===== src/rtl/rvfi_check_sequencer.sv =====
// rvfi_check_sequencer: drives the core reset window, the shared trig/check strobes and stall monitoring
module rvfi_check_sequencer #(
    parameter int NRET         = 1,
    parameter int RESET_CYCLES = 1,
    parameter int TRIG_CYCLE   = 10,
    parameter int CHECK_CYCLE  = 20,
    parameter int HANG_LIMIT   = 16
) (
    input  logic            clock,
    input  logic            reset,
    input  logic [NRET-1:0] rvfi_valid,
    output logic            core_reset,
    output logic            trig,
    output logic            check,
    output logic            done,
    output logic            pass,
    output logic            hang,
    output logic [15:0]     retire_count,
    output logic [7:0]      idle_count
);
    if (NRET < 1 || NRET > 8 || RESET_CYCLES < 1 || RESET_CYCLES > 255 ||
        TRIG_CYCLE < 0 || TRIG_CYCLE >= CHECK_CYCLE || CHECK_CYCLE > 65535 ||
        HANG_LIMIT < 1 || HANG_LIMIT > 255) begin : g_bad_params
        $error("rvfi_check_sequencer: parameter out of range");
    end

    typedef enum logic [1:0] {HOLD, RUN, DONE} state_t;

    localparam logic [7:0]  LP_HOLD_LAST = 8'(RESET_CYCLES - 1);
    localparam logic [15:0] LP_TRIG      = 16'(TRIG_CYCLE);
    localparam logic [15:0] LP_CHECK     = 16'(CHECK_CYCLE);
    localparam logic [7:0]  LP_HANG      = 8'(HANG_LIMIT);

    state_t      r_state;
    state_t      w_state_next;
    logic [15:0] r_cyc;
    logic [7:0]  r_hold_cnt;
    logic        r_seen;
    logic        r_core_reset;
    logic        r_done;
    logic        r_pass;
    logic        r_hang;
    logic [15:0] r_retire_count;
    logic [7:0]  r_idle_count;
    logic        w_any;
    logic        w_hold_end;
    logic        w_check_end;
    logic        w_track;
    logic        w_in_window;
    logic [3:0]  w_pop;
    logic [16:0] w_retire_sum;
    logic [7:0]  w_idle_next;

    // Retirement popcount across every channel
    always_comb begin
        w_pop = 4'd0;
        for (int i = 0; i < NRET; i++) w_pop = w_pop + {3'b0, rvfi_valid[i]};
    end

    // Phase decodes and saturating counter next values
    always_comb begin
        w_any        = |rvfi_valid;
        w_hold_end   = (r_state == HOLD) && (r_hold_cnt == LP_HOLD_LAST);
        w_check_end  = (r_state == RUN) && (r_cyc == LP_CHECK);
        w_track      = (r_state == RUN) || (r_state == DONE);
        w_in_window  = (r_cyc >= LP_TRIG) && (r_cyc <= LP_CHECK);
        w_retire_sum = {1'b0, r_retire_count} + {13'b0, w_pop};
        w_idle_next  = w_any ? 8'd0 : (r_idle_count == LP_HANG) ? LP_HANG : r_idle_count + 8'd1;
        w_state_next = w_hold_end ? RUN : w_check_end ? DONE : r_state;
    end

    // Sequence state register
    always_ff @(posedge clock) begin
        if (reset) r_state <= HOLD;
        else r_state <= w_state_next;
    end

    // Reset window, cycle counter and pass/done capture
    always_ff @(posedge clock) begin
        if (reset) begin
            r_hold_cnt   <= 8'd0;
            r_cyc        <= 16'd0;
            r_seen       <= 1'b0;
            r_core_reset <= 1'b1;
            r_done       <= 1'b0;
            r_pass       <= 1'b0;
        end else begin
            if (r_state == HOLD) r_hold_cnt <= r_hold_cnt + 8'd1;
            if (w_hold_end) begin
                r_core_reset <= 1'b0;
                r_cyc        <= 16'd0;
            end else if (r_state == RUN) begin
                r_cyc <= r_cyc + 16'd1;
            end
            if (r_state == RUN && w_in_window && w_any) r_seen <= 1'b1;
            if (w_check_end) begin
                r_done <= 1'b1;
                r_pass <= r_seen | w_any;
            end
        end
    end

    // Retirement and stall tracking once the core is out of reset
    always_ff @(posedge clock) begin
        if (reset) begin
            r_retire_count <= 16'd0;
            r_idle_count   <= 8'd0;
            r_hang         <= 1'b0;
        end else if (w_track) begin
            r_retire_count <= w_retire_sum[16] ? 16'hFFFF : w_retire_sum[15:0];
            r_idle_count   <= w_idle_next;
            if (w_idle_next == LP_HANG) r_hang <= 1'b1;
        end
    end

    assign core_reset   = r_core_reset;
    assign trig         = (r_state == RUN) && (r_cyc == LP_TRIG);
    assign check        = (r_state == RUN) && (r_cyc == LP_CHECK);
    assign done         = r_done;
    assign pass         = r_pass;
    assign hang         = r_hang;
    assign retire_count = r_retire_count;
    assign idle_count   = r_idle_count;
endmodule


===== config.mk =====
export PLATFORM = sky130hd
export DESIGN_NAME = rvfi_check_sequencer
export DESIGN_NICKNAME = d
export VERILOG_FILES = /design/src/rtl/rvfi_check_sequencer.sv
export SDC_FILE = /design/constraint.sdc
export NUM_CORES = 1
export LEC_CHECK = 0
export ABC_AREA = 1
export CAP_MARGIN = 20
export CORE_ASPECT_RATIO = 1.75
export CORE_MARGIN = 2
export CORE_UTILIZATION = 56
export DETAILED_ROUTE_END_ITERATION = 8
export GPL_ROUTABILITY_DRIVEN = 0
export GPL_TIMING_DRIVEN = 0
export MAX_ROUTING_LAYER = met4
export PLACE_DENSITY = 0.8
export SLEW_MARGIN = 20
export SYNTH_ARGS = -nofsm -noshare
export SYNTH_HDL_FRONTEND = slang
export SYNTH_SLANG_ARGS = --single-unit

===== constraint.sdc =====
create_clock -name clock -period 2.4 [get_ports clock]
set_clock_uncertainty 0.2 [all_clocks]
set_input_delay 0.24 -clock clock [delete_from_list [all_inputs] [get_ports clock]]
set_output_delay 0.24 -clock clock [all_outputs]
set_load 0.01 [all_outputs]

# Yosys cells after proc, flatten, opt, wreduce, memory -nomap -nowiden
# Cells that the tools add are included.
# op_classes
addsub	4
magnitude_cmp	2
eq_ne	6
muxes	5
bitwise_logic	1
n_reduce_logical	12
# ops
op	n
16-bit by 1-bit adder with 17-bit output	1
16-bit by 1-bit adder with 16-bit output (second input constant)	1
8-bit by 1-bit adder with 8-bit output (second input constant)	2
16-bit by 4-bit == test with 1-bit output (second input constant)	1
16-bit by 5-bit == test with 1-bit output (second input constant)	1
8-bit by 5-bit == test with 1-bit output (second input constant)	2
16-bit by 4-bit >= comparator with 1-bit output (second input constant)	1
16-bit by 5-bit less-or-equal comparator with 1-bit output (second input constant)	1
16-bit two-way mux	1
8-bit two-way mux	2
8-bit logical NOT	1
1-bit logical AND	6
2-bit by 1-bit == test with 1-bit output (second input constant)	1
2-bit == test (second input constant)	1
2-bit logical NOT	1
1-bit two-way mux	2
2-bit AND reduction	1
2-bit nonzero test	1
2-bit OR reduction	1
1-bit logical OR	1
1-bit OR	1
# word_totals
regBits	55
output_inout_bits	30
elab_cells	41

# Depth between registers and ports, before layout
# Gate-level depths: netlist of the first run.
# depth
depth_word	5
mapped_depth	10
mapped_depth_nobuf	10

# Worst setup path before layout of the first run
# No wires, ideal clock.
# synth_timing
kind	flip-flop to flip-flop
start	register r_retire_count[0], in the netlist retire_count[0]
end	register r_retire_count[10], in the netlist retire_count[10]
arrival_time_ps	1489
t_required_ps	2130
path_slack_ps	640
stages_incl_launch_ff	10
period_less_slack_ps	1760
path_cell_list	dfxtp_1 > ha_1 > ha_1 > nand3_2 > nor2_4 > nand2_2 > nor2_4 > nand3_2 > buf_6 > a21oi_1
# synth_via
elab_chain_len	2
# synth_rtl
element	line	rtl
start, declared	43	logic [15:0] r_retire_count;
start signal, assigned	110	r_retire_count <= w_retire_sum[16] ? 16'hFFFF : w_retire_sum[15:0];
16-bit by 1-bit adder with 17-bit output	67	w_retire_sum = {1'b0, r_retire_count} + {13'b0, w_pop};
16-bit two-way mux	110	
# No other way between the ends.
# A chain may end at the register's enable or synchronous reset.

# Worst setup path in the final report of the first run
# layout_timing
start	register r_state[0]
end	output port check
# layout_via
elab_chain_len	2
# layout_rtl
element	line	rtl
start, declared	34	state_t r_state;
start signal, assigned	75	else r_state <= w_state_next;
2-bit by 1-bit == test with 1-bit output	118	assign check = (r_state == RUN) && (r_cyc == LP_CHECK);
1-bit logical AND	118	
end, declared	14	output logic check,
# No other way between the ends.

==> run_results.csv, run 1 <==
group,metric,value,unit
logic_synthesis,synth_edf_count,0,
sta,hold_viol,0,
global_routing,grt.overflow.total,0,
routing,via_count,2699,
logic_synthesis,ys_seq_elements,55,
logic_synthesis,synth_ff_type,"dfxtp_1",
logic_synthesis,yosys.area.top_type_share,38.7,%
critical_path,cp_cell_sequence,"ha_1 > buf_2 > inv_1 > nor2_1 > nand2_1 > inv_1 > dlygate4sd2_1",
sta,min_period,2.17,ns
power_and_ir_drop,p_leak,1.27,nW
critical_path,slowest_stage,"dfxtp_1",
outcome,status,"complete, no violations",
floorplanning,die_width,57.9,µm
critical_path,worst_setup_path_start_kind,"register",
placed_design,hpwl,4.90,mm
routing,viasPerCell,5.44,
logic_synthesis,synth.avg_cell_area,7.08,µm²
logic_synthesis,synth_cells,402,
final_layout,drive_gt1_share,7.01,%
logic_synthesis,synthTopCellsByCount,"nand2_1, dfxtp_1, inv_1",
global_routing,antenna_found_initial,0,
critical_path,cp.arrival,1.73,ns
floorplanning,die_area,0.00569,mm²
power_and_ir_drop,power.total,2.15,mW
power_and_ir_drop,ir_worst_vdd,0.000481,V
power_and_ir_drop,clkPwrFrac,26.0,%
placed_design,place.detailed.instances,488,
critical_path,path_common_cell,"inv_1",
sta,fin_tns_setup,0,ns
routing,drc,0,
worst_hold_path,holdCritPathClass,"reg2reg",
critical_path,endpoint_kind,"primary output",
floorplanning,start_util,57.7,%
sta,setup_viol,0,
routing,drt_first_pass_iters,4,
clock_tree,clk-insertion-delay-late,0.31,ns
critical_path,slowest_delay,0.38,ns
power_and_ir_drop,seqPwrFrac,50.0,%
clock_tree,cts_hold_buf,0,
routing,wl_per_cell,12.6,µm
power_and_ir_drop,swShare,31.9,%
global_routing,grt_use_total,23.9,%
final_layout,instances_no_fill,496,
sta,tightest_slew,0.534,ns
placed_design,portBuffers,32,
floorplanning,io_pins,33,
logic_synthesis,ys_warn_count,0,
sta,maxSlewViolCount,0,
sta,fmaxAchievable,0.462,GHz
clock_tree,cts_setup_buffers,0,
sta,fin_crit_sh,90.3,%
routing,routed_wl,6.25,mm
clock_tree,clockRootBuffer,"clkbuf_8",
floorplanning,fp-row-count,34,
final_layout,postLayoutCellArea,0.00334,mm²
placed_design,placed_area,0.00323,mm²
clock_tree,cts_buffers,5,
logic_synthesis,yosys.area.top_type,"dfxtp_1",
final_layout,fin_util,67.6,%
critical_path,cp_data_required_time,1.96,ns
critical_path,crit_family,"buffers and inverters",
logic_synthesis,synthTopCellsByArea,"dfxtp_1, nand2_1, a21oi_1",
final_layout,n_fill_cell,442,
clock_tree,cts_max_level,2,
power_and_ir_drop,p_int,1.47,mW
clock_tree,clkSlewWorstSetupHoldPaths,0.09,ns
clock_tree,clk_path_buf_depth,2,
logic_synthesis,ys_seq_area_share,38.7,%
routing,ant_nets,0,
power_and_ir_drop,p_per_area,645,mW/mm²
logic_synthesis,yosysMostFrequentCell,"nand2_1",
logic_synthesis,async_flop_share,0,%
logic_synthesis,syn_area,0.00285,mm²
sta,relSlewSlack,64.4,%
global_routing,grt_pass1_wl,10.6,mm
final_layout,n_antenna_cell,0,
floorplanning,core_area,0.00493,mm²
global_routing,grt_pass1_vias,2622,
power_and_ir_drop,combPwrFrac,24.0,%
power_and_ir_drop,switchingPower,687,µW
logic_synthesis,ys_types,34,
floorplanning,die_y,98.3,µm
flow_run,max_cap_viol_count,0,
critical_path,critPathBufInv,4,
sta,rsz0062_at_grt,"false",
global_routing,grt_max_degree,17,
routing,drt_iter0_drc,128,
logic_synthesis,synth_fp_nets,415,
critical_path,critPathMaxFanout,8,
final_layout,nNetsFinal,454,
clock_tree,clock_sinks,55,
final_layout,syn_to_final_growth,17.3,%
clock_tree,cts_tree,"built",
critical_path,critical_path_class,"reg2out",
[what timing repair did]
item / CTS / global route
endpoints found under the setup margin: 1 / 1
pin swaps: 0 / 0
gates resized for setup: 1 / 1
hold endpoints to repair: 0 / 0
[path summary, 6_finish.rpt]
kind	slack [ns]	end	start	depth (start not counted)
worst max-delay path	0.23	check	r_state[0]	7
worst max register to register	0.36	retire_count[9]	r_state[0]	9
worst min-delay path	0.26	hang	hang	2
worst min register to register	0.26	hang	hang	2
[registers in the layout (all words and copies together) (netlist names)]
register      flops
done              1
hang              1
retire_count     16
r_state           2
pass              1
r_hold_cnt        8
core_reset        1
idle_count        8
r_cyc            16
r_seen            1
[per-stage QoR]
| stage | worst slack (ns) | hold slack, ns |
|---|---|---|
| 2_1_floorplan | 0.640 | 0.214 |
| 3_3_place_gp | -0.0114 | 0.230 |
| 3_5_place_dp | -0.0439 | 0.246 |
| 4_1_cts | 0.0618 | 0.260 |
| 5_1_grt | 0.0723 | 0.286 |
| 6_report | 0.234 | 0.256 |
[routing by layer]
layer	GRT usage (%)	part of all wire, %
met4	11.8	2.7
met2	44.8	56
met3	3.71	3.0
met5	-	0
met1	22.1	38
[worst reg2reg max path, cell delays in order, from the launching register on]
cell	delay (ns)
dfxtp_1	0.38
inv_1	0.06
ha_1	0.35
inv_2	0.09
nor2_1	0.19
nand2_1	0.11
nor2_1	0.20
nand2_1	0.11
xor2_1	0.15
a21oi_1	0.08
[layout make-up]
type | instances | area [µm²] | share of cell area (%)
Clock inverter | 1 | 7.51 | 0.225
Buffer | 10 | 56.3 | 1.69
Sequential cell | 55 | 1100 | 33.0
Multi-Input combinational cell | 278 | 1470 | 43.9
Clock buffer | 7 | 96.3 | 2.89
Timing Repair Buffer | 32 | 322 | 9.63
Tap cell | 54 | 67.6 | 2.02
Inverter | 59 | 221 | 6.63
[cells by family (layout without fill, tap and decap cells)]
| logic type | Yosys count | after routing | synth area share (%) |
|---|---|---|---|
| adders and majority gates | 10 | 10 | 4.40 |
| buffers and inverters | 69 | 109 | 9.76 |
| and+or+nand+nor | 187 | 187 | 30.6 |
| DFF | 55 | 55 | 38.7 |
| AOI/OAI and AO/OA | 69 | 69 | 12.8 |
| xor gates and xnor gates | 12 | 12 | 3.69 |
[layout by cell type, fill, tap and decap left out, types with 5 or more instances in the layout]
master,instances
dfxtp_1,55
inv_1,55
clkbuf_8,7
ha_1,10
o21ai_0,17
a21oi_1,42
nor3_1,18
clkdlybuf4s50_1,30
nand3_1,27
a31oi_1,5
xor2_1,8
nor2_1,42
nand2_1,76
[power groups by stage]
stage,registers (mW),logic [mW],clock network (mW)
floorplan,1.10,0.309,0
global placement,1.09,0.505,0
detailed placement,1.09,0.518,0
CTS,1.07,0.519,0.568
global route,1.09,0.580,0.608
finish,1.08,0.517,0.560
(Power assumes the default switching activity.)
==> run 2, diff against run 1 <==
--- a/config.mk
+++ b/config.mk
@@ -9,12 +9,12 @@
 export CAP_MARGIN = 20
 export CORE_ASPECT_RATIO = 1.75
 export CORE_MARGIN = 2
-export CORE_UTILIZATION = 56
+export CORE_UTILIZATION = 60
 export DETAILED_ROUTE_END_ITERATION = 8
 export GPL_ROUTABILITY_DRIVEN = 0
 export GPL_TIMING_DRIVEN = 0
 export MAX_ROUTING_LAYER = met4
-export PLACE_DENSITY = 0.8
+export PLACE_DENSITY = 0.85
 export SLEW_MARGIN = 20
 export SYNTH_ARGS = -nofsm -noshare
 export SYNTH_HDL_FRONTEND = slang
==> constraint.sdc (replaced) <==
create_clock -name clock -period 2.6 [get_ports clock]
set_clock_uncertainty 0.2 [all_clocks]
set_input_delay 0.26 -clock clock [delete_from_list [all_inputs] [get_ports clock]]
set_output_delay 0.26 -clock clock [all_outputs]
set_load 0.01 [all_outputs]
==> run_results.csv, run 2 (same netlist as run 1, synthesis figures left out) <==
group,metric,value,unit
power_and_ir_drop,p_per_area,607,mW/mm²
sta,hold_viol,0,
placed_design,place.detailed.instances,486,
routing,wl_per_cell,12.6,µm
power_and_ir_drop,p_leak,1.25,nW
clock_tree,cts_buffers,5,
routing,ant_nets,0,
clock_tree,clk_path_buf_depth,2,
floorplanning,io_pins,33,
floorplanning,die_y,95.1,µm
routing,drc,0,
clock_tree,cts_resized,0,
clock_tree,clockRootBuffer,"clkbuf_8",
routing,viasPerCell,5.50,
global_routing,antenna_found_initial,0,
clock_tree,cts_tree,"built",
placed_design,dp_worst_setup_slack,0.165,ns
floorplanning,die_area,0.00533,mm²
final_layout,final_cell_mix,"nand2_1, dfxtp_1, inv_1",
critical_path,endpoint_kind,"primary output",
sta,relSlewSlack,64.5,%
final_layout,nNetsFinal,454,
worst_hold_path,holdCritPathClass,"reg2reg",
flow_run,max_cap_viol_count,0,
power_and_ir_drop,power.total,2.02,mW
sta,tightest_slew,0.532,ns
final_layout,final_common_cell,"nand2_1",
clock_tree,cts_hold_buf,0,
routing,drt_iter0_drc,111,
critical_path,slowest_stage,"clkdlybuf4s50_1",
final_layout,n_fill_cell,379,
critical_path,cp.arrival,1.98,ns
final_layout,multiInputGateArea,0.00147,mm²
critical_path,critical_path_class,"reg2out",
floorplanning,fp-row-count,33,
sta,setup_viol,0,
sta,maxSlewViolCount,0,
global_routing,grt.overflow.total,0,
outcome,status,"complete, no violations",
final_layout,instances_no_fill,493,
clock_tree,clock_sinks,55,
final_layout,final-seq-area,0.00110,mm²
sta,fmaxAchievable,0.411,GHz
critical_path,cp_data_required_time,2.14,ns
global_routing,grt_use_total,25.3,%
clock_tree,clk-insertion-delay-late,0.30,ns
critical_path,slowest_delay,0.53,ns
final_layout,drive_gt1_share,6.80,%
sta,setup_slack,0.164,ns
critical_path,crit_family,"buffers and inverters",
routing,drt_first_pass_iters,4,
floorplanning,start_util,61.5,%
global_routing,grt_pass1_wl,10.7,mm
global_routing,grt_pass1_vias,2647,
routing,routed_wl,6.23,mm
clock_tree,cts_max_level,2,
final_layout,n_antenna_cell,0,
critical_path,path_common_cell,"inv_1",
critical_path,worst_setup_path_start_kind,"register",
power_and_ir_drop,ir_worst_vdd,0.000579,V
sta,fin_crit_sh,93.7,%
final_layout,syn_to_final_growth,17.2,%
global_routing,grt_max_degree,16,
placed_design,hpwl,4.86,mm
final_layout,fin_util,72.1,%
floorplanning,die_width,56.1,µm
placed_design,portBuffers,32,
critical_path,cp_cell_sequence,"inv_1 > ha_1 > clkbuf_4 > inv_1 > nor2_1 > nand2_1 > inv_2 > clkdlybuf4s50_1",
critical_path,critPathMaxFanout,8,
clock_tree,clkSlewWorstSetupHoldPaths,0.09,ns
sta,min_period,2.44,ns
critical_path,critPathBufInv,5,
sta,rsz0062_at_grt,"false",
clock_tree,cts_setup_buffers,0,
sta,fin_tns_setup,0,ns
floorplanning,core_area,0.00462,mm²
routing,via_count,2712,
-- run 2: cell count changes in the layout (fill, tap and decap cells not counted), sizes merged --
cell	delta
clkdlybuf4s50	+2
buf	-1
bufinv	+1
clkinvlp	-1
dlygate4sd2	-1
dlymetal6s2s	-1
-- run 2: area by class of cell --
| class | instances | area share, % |
|---|---|---|
| repair buffers | 32 | 9.60 |
| plain buffers | 10 | 1.76 |
| clock buffers | 6 | 2.18 |
| inverters | 59 | 6.64 |
| flip-flops and latches | 55 | 33.0 |
| well taps | 52 | 1.95 |
| multi-input cells | 278 | 44.0 |
| clock inverters | 1 | 0.900 |
-- run 2: stage by stage --
step,hold slack (ns),cell area [µm²]
after CTS,0.256,3330
after floorplan,0.234,2850
final,0.260,3340
after global placement,0.230,3230
after global routing,0.290,3340
after detailed placement,0.234,3230
-- run 2: worst min-delay path, stage by stage, from the launching register on --
cell and delay (ns):
dfxtp_1 0.32, nand2_1 0.06, nand2_1 0.04
-- run 2: power by group --
group	total [mW]	internal (mW)	switching [mW]	leakage [nW]
clock	0.544	0.283	0.262	0.0513
combinational	0.487	0.202	0.285	0.750
sequential	0.992	0.912	0.0809	0.446
-- run 2: worst paths after layout --
kind | to | cells past startpoint | startpoint | slack, ns
setup / recovery | check | 8 | r_state[1] | 0.16
hold reg to reg | core_reset | 2 | core_reset | 0.26
hold / removal | core_reset | 2 | core_reset | 0.26
setup reg to reg | retire_count[9] | 9 | r_state[0] | 0.66
-- run 2: per-layer routing --
metal | vias to the layer above | share of wire, % | track usage, %
met4 | 0 | 2.3 | 12.1
li1 | 1381 | - | -
met1 | 1251 | 40 | 24.3
met2 | 66 | 55 | 48.6
met3 | 14 | 2.7 | 3.53
met5 | - | 0 | -
==> run 3, diff against run 2 <==
--- a/config.mk
+++ b/config.mk
@@ -15,7 +15,6 @@
 export GPL_TIMING_DRIVEN = 0
 export MAX_ROUTING_LAYER = met4
 export PLACE_DENSITY = 0.85
-export SLEW_MARGIN = 20
 export SYNTH_ARGS = -nofsm -noshare
 export SYNTH_HDL_FRONTEND = slang
 export SYNTH_SLANG_ARGS = --single-unit
==> results of run 3 <==
No change in the layout: final DEF, timing and power equal those of run 2.
